## config.mk

```make
export PLATFORM = sky130hd
export DESIGN_NAME = hilo_unit
export DESIGN_NICKNAME = d
export VERILOG_FILES = /design/src/rtl/hilo_pkg.sv /design/src/rtl/hilo_wdog.sv /design/src/rtl/hilo_unit.sv
export SDC_FILE = /design/constraint.sdc
export NUM_CORES = 1
export LEC_CHECK = 0
export BUFFER_PORTS_ARGS = -buffer_cell sky130_fd_sc_hd__buf_4
export CORE_AREA = 5 5 127 129
export CTS_BUF_LIST = sky130_fd_sc_hd__clkbuf_4 sky130_fd_sc_hd__clkbuf_8 sky130_fd_sc_hd__clkbuf_16
export CTS_CLUSTER_DIAMETER = 200
export CTS_CLUSTER_SIZE = 24
export DETAILED_ROUTE_END_ITERATION = 10
export DIE_AREA = 0 0 132 134
export PLACE_DENSITY = 0.84
export SLEW_MARGIN = 20
export SYNTH_ARGS = -nofsm -noshare
export SYNTH_HDL_FRONTEND = slang
export SYNTH_SLANG_ARGS = --single-unit
```

## constraint.sdc

```tcl
create_clock -name Clock -period 5.5 [get_ports Clock]
set_clock_uncertainty 0.2 [all_clocks]
set_input_delay 0.275 -clock Clock [delete_from_list [all_inputs] [get_ports Clock]]
set_output_delay 0.275 -clock Clock [all_outputs]
set_load 0.01 [all_outputs]
```

## src/rtl/hilo_pkg.sv

```systemverilog
// Shared encodings and defaults for the HI/LO sequencer.
package hilo_pkg;

  localparam int unsigned WIDTH_DEF   = 32;
  localparam int unsigned TIMEOUT_DEF = 40;

  typedef enum logic [1:0] {
    OP_MULT = 2'b00,
    OP_DIV  = 2'b01,
    OP_MTHI = 2'b10,
    OP_MTLO = 2'b11
  } op_e;

  typedef enum logic [2:0] {
    S_IDLE   = 3'd0,
    S_MSTART = 3'd1,
    S_MWAIT  = 3'd2,
    S_DSTART = 3'd3,
    S_DWAIT  = 3'd4,
    S_DONE   = 3'd5
  } state_e;

  function automatic logic is_start_state(input state_e s);
    return (s == S_MSTART) || (s == S_DSTART);
  endfunction

  function automatic logic is_wait_state(input state_e s);
    return (s == S_MWAIT) || (s == S_DWAIT);
  endfunction

endpackage

```

## src/rtl/hilo_wdog.sv

```systemverilog
// Wait-state cycle counter; expired_c marks the last permitted WAIT cycle.
module hilo_wdog
  import hilo_pkg::*;
#(
  parameter int unsigned TIMEOUT = TIMEOUT_DEF
) (
  input  logic Clock,
  input  logic Reset,
  input  logic clear,
  input  logic enable,
  output logic expired_c
);

  localparam int unsigned CW = $clog2(TIMEOUT + 1);

  logic [CW-1:0] count;

  always_ff @(posedge Clock) begin
    if (Reset) begin
      count <= '0;
    end else if (clear) begin
      count <= '0;
    end else if (enable) begin
      count <= count + CW'(1);
    end
  end

  // The increment taken on this cycle brings the count to TIMEOUT.
  assign expired_c = enable && (count == CW'(TIMEOUT - 1));

endmodule

```

## src/rtl/hilo_unit.sv

```systemverilog
// HI/LO sequencer: launches the multiplier/divider, captures results,
// and reports stall, completion, divide-by-zero and watchdog status.
module hilo_unit
  import hilo_pkg::*;
#(
  parameter int unsigned WIDTH   = WIDTH_DEF,
  parameter int unsigned TIMEOUT = TIMEOUT_DEF
) (
  input  logic             Clock,
  input  logic             Reset,
  input  logic             OpStart,
  input  logic [1:0]       OpSel,
  input  logic [WIDTH-1:0] SrcA,
  input  logic [WIDTH-1:0] SrcB,
  output logic             Busy,
  output logic             Done,
  output logic             DivZero,
  output logic             Timeout,
  output logic [WIDTH-1:0] HI,
  output logic [WIDTH-1:0] LO,
  output logic [WIDTH-1:0] OperA,
  output logic [WIDTH-1:0] OperB,
  output logic             MultStart,
  input  logic             MultStop,
  input  logic [WIDTH-1:0] MultHI,
  input  logic [WIDTH-1:0] MultLO,
  output logic             DivStart,
  input  logic             DivStop,
  input  logic             DivZeroIn,
  input  logic [WIDTH-1:0] DivHI,
  input  logic [WIDTH-1:0] DivLO
);

  state_e state;
  logic   expired_c;

  hilo_wdog #(.TIMEOUT(TIMEOUT)) u_wdog (
    .Clock     (Clock),
    .Reset     (Reset),
    .clear     (is_start_state(state)),
    .enable    (is_wait_state(state)),
    .expired_c (expired_c)
  );

  // Outputs are registered alongside the state, so each is set on the
  // transition into the state in which it must be visible.
  always_ff @(posedge Clock) begin
    if (Reset) begin
      state     <= S_IDLE;
      Busy      <= 1'b0;
      Done      <= 1'b0;
      DivZero   <= 1'b0;
      Timeout   <= 1'b0;
      HI        <= '0;
      LO        <= '0;
      OperA     <= '0;
      OperB     <= '0;
      MultStart <= 1'b0;
      DivStart  <= 1'b0;
    end else begin
      MultStart <= 1'b0;
      DivStart  <= 1'b0;
      Done      <= 1'b0;
      unique case (state)
        S_IDLE: begin
          if (OpStart) begin
            OperA   <= SrcA;
            OperB   <= SrcB;
            DivZero <= 1'b0;
            Timeout <= 1'b0;
            unique case (op_e'(OpSel))
              OP_MULT: begin
                state     <= S_MSTART;
                MultStart <= 1'b1;
                Busy      <= 1'b1;
              end
              OP_DIV: begin
                if (SrcB == '0) begin
                  DivZero <= 1'b1;
                  state   <= S_DONE;
                  Done    <= 1'b1;
                end else begin
                  state    <= S_DSTART;
                  DivStart <= 1'b1;
                  Busy     <= 1'b1;
                end
              end
              OP_MTHI: begin
                HI    <= SrcA;
                state <= S_DONE;
                Done  <= 1'b1;
              end
              OP_MTLO: begin
                LO    <= SrcA;
                state <= S_DONE;
                Done  <= 1'b1;
              end
            endcase
          end
        end
        // Stop seen while the start pulse is out belongs to an older request.
        S_MSTART: state <= S_MWAIT;
        S_DSTART: state <= S_DWAIT;
        S_MWAIT: begin
          if (MultStop) begin
            HI    <= MultHI;
            LO    <= MultLO;
            state <= S_DONE;
            Done  <= 1'b1;
            Busy  <= 1'b0;
          end else if (expired_c) begin
            Timeout <= 1'b1;
            state   <= S_DONE;
            Done    <= 1'b1;
            Busy    <= 1'b0;
          end
        end
        S_DWAIT: begin
          if (DivStop) begin
            if (DivZeroIn) begin
              DivZero <= 1'b1;
            end else begin
              HI <= DivHI;
              LO <= DivLO;
            end
            state <= S_DONE;
            Done  <= 1'b1;
            Busy  <= 1'b0;
          end else if (expired_c) begin
            Timeout <= 1'b1;
            state   <= S_DONE;
            Done    <= 1'b1;
            Busy    <= 1'b0;
          end
        end
        S_DONE: state <= S_IDLE;
        default: begin
          state <= S_IDLE;
          Busy  <= 1'b0;
        end
      endcase
    end
  end

endmodule

```

==> results_dict.tcl <==
set metrics [dict create \
    outcome "finished clean" \
    fin_crit_ns 3.41 \
    path_common_cell "buf_4" \
    dp_hpwl_mm 18.8 \
    layout_common_cells "buf_4, nand2_1, dfxtp_1, a21oi_1, dlygate4sd3_1" \
    critPathRequiredTime_ns 5.56 \
    grt_setup_unrepaired "false" \
    pin_count 334 \
    grt_pass1_wl_mm 42.3 \
    power_density_nw_per_um2 363 \
    dp_slack_ns 2.20 \
    cp_slowest_cell "dfxtp_1" \
    finalSetupViolations 0 \
    dp.cells 1208 \
    path_class "reg -> reg" \
    finalCritPeriodShare_pct 62.0 \
    path_clk_slew_ns 0.06 \
    swShare_pct 33.0 \
    ys_ff_latch 143 \
    fin_hold_ws_ns 0.0705 \
    drt-total-wl_mm 27.9 \
    drv_cap 0 \
    relSlewSlack_pct 36.9 \
    power.leakage_nw 4.21 \
    avgSynthCellArea_um2 8.38 \
    first_pass_iters 5 \
    cp_max_fo 66 \
    cts_made_buffers 17 \
    cp-end-kind "flip-flop" \
    synthToLayoutAreaGrowth_pct 60.5 \
    grt_overflow_total 0 \
    detail_route.vias_per_cell 5.85 \
    rows 45 \
    start_util_pct 42.5 \
    start_kind "flip-flop" \
    ir_worst_vdd_v 0.000240 \
    synth_flop_cell "dfxtp_1" \
    grt.total_usage_pct 29.8 \
    num_vias 7651 \
    cp_data_arrival_time_ns 3.47 \
    yosysWarnings 0 \
    die_w_um 132 \
    fp.dieArea_um2 17700 \
    comb_power_share_pct 31.2 \
    cts_tree "built" \
    drt_iter0_markers 797 \
    final_common_cell "buf_4" \
    synth_edf_count 0 \
    antenna_found_initial 0 \
    path_cells "mux2i_1 > o21ai_4 > buf_4 > and3_1 > buf_4 > a311oi_1" \
    wl_per_cell_um 21.3 \
    postCtsResizedCells 0 \
    ant_nets 0 \
    max_freq_ghz 0.293 \
    core_area_um2 14900 \
    async_flop_share_pct 0 \
    utilization_pct 68.2 \
    worst_pin_slew_ns 0.945 \
    drive_above_1_share_pct 34.7 \
    syn_area_um2 6340 \
    htreeDepth 4 \
    synth.distinct_cells 47 \
    fin_cells 1308 \
    grt_max_degree 72 \
    port_buffers 333 \
    cts.sinks 143 \
    hp-class "in -> reg" \
    finalMaxSlewViolations 0 \
    gp_congestion 0.842 \
    hold_violations 0 \
    seqPwrFrac_pct 35.0 \
    clk_latency_ns 0.41 \
    drc 0 \
    ys_seq_area_share_pct 45.2 \
    fin_ws_ns 2.09 \
    cts_root_buffer "clkbuf_16" \
    clk_path_buf_depth 2 \
    antennaDiodeCount 0 \
    max_stage_delay_ns 0.94 \
    grt_pass1_vias 7535 \
    power.share.clock_pct 33.8 \
    synthCells 756 \
    syn_nets 957 \
    die_h_um 134 \
    nets 1308 \
    p_int_mw 2.47 \
    finalSetupTns_ns 0 \
    p_switching_mw 1.22 \
]
## routing by layer
| metal | track usage (%) | vias up | share of wire [%] |
|---|---|---|---|
| li1 | - | 3550 | - |
| met5 | 0 | - | 0 |
| met3 | 9.49 | 55 | 10 |
| met1 | 35.2 | 3582 | 38 |
| met4 | 10.7 | 0 | 2.6 |
| met2 | 50.8 | 464 | 50 |
## power by group through the flow
| stage | sequential [mW] | combinational (mW) | clock (mW) |
|---|---|---|---|
| finish | 1.29 | 1.15 | 1.25 |
| global route | 1.31 | 1.23 | 1.31 |
| CTS | 1.29 | 1.13 | 1.26 |
| detailed placement | 1.31 | 1.09 | 0 |
| global placement | 1.30 | 1.07 | 0 |
| floorplan | 1.33 | 0.548 | 0 |
## final timing paths
check	startpoint	to	slack, ns	cells past startpoint
min reg2reg	OperA[12]$_SDFFE_PP0P_	OperA[12]$_SDFFE_PP0P_	0.25	2
max reg2reg	state[1]$_SDFFE_PP0N_	HI[12]$_SDFFE_PP0P_	2.09	6
max	state[1]$_SDFFE_PP0N_	HI[12]$_SDFFE_PP0P_	2.09	6
min	MultHI[5]	HI[5]$_SDFFE_PP0P_	0.07	3
## stage by stage
stage | area, um^2 | total power, mW
after floorplan | 6340 | 1.88
after global placement | 8840 | 2.37
after detailed placement | 8840 | 2.39
after CTS | 10200 | 3.67
after global routing | 10200 | 3.85
final | 10200 | 3.69
## what timing repair did
action                    CTS  global route
hold buffers               68             0
hold endpoints to repair   77             0
setup buffers               0             0
## kinds of logic after synthesis
kind of cell / Yosys count / synth area share, %
compound gates: 292 / 31.4
buf+inv: 88 / 6.12
xor+xnor: 4 / 0.553
fa+ha+maj: 2 / 0.355
mux: 2 / 0.316
simple gates: 225 / 16.1
flops: 143 / 45.2
## registers in the layout, summed over array words and instances, names as in the netlist
signal / cells
DivStart: 1
Busy: 1
OperA: 32
OperB: 32
LO: 32
Timeout: 1
MultStart: 1
u_wdog.count: 6
HI: 32
DivZero: 1
state: 3
Done: 1
## area by class of cell
class | instances | area (um^2)
Fill cell | 1168 | 4750
Multi-Input combinational cell | 525 | 3120
Sequential cell | 143 | 2860
Clock buffer | 20 | 460
Inverter | 5 | 18.8
Clock inverter | 12 | 183
Tap cell | 188 | 235
Timing Repair Buffer | 415 | 3290
## cell usage after synthesis (all sizes together), types with 3 or more instances
master	instances	area (um^2)
a21oi	73	365
a22oi	65	488
a311oi	64	561
a31oi	66	413
and3	3	18.8
buf	42	215
clkbuf	41	154
dfxtp	143	2860
inv	5	18.8
nand2	167	627
nand2b	6	37.5
nand3b	4	30.0
nand4	3	18.8
nor2	9	33.8
nor2b	3	18.8
nor3	4	20.0
nor3b	5	47.5
nor4	10	77.6
o21ai	10	50.0
o31ai	3	22.5
xnor2	4	35.0
## critical path, delay by kind of cell, from the launching register on
kind / cells / cell delay, ns
flops: 1 / 0.94
buf+inv: 2 / 0.93
simple gates: 1 / 0.58
compound gates: 2 / 0.30
mux: 1 / 0.26
Power figures use the tool's default switching activity.
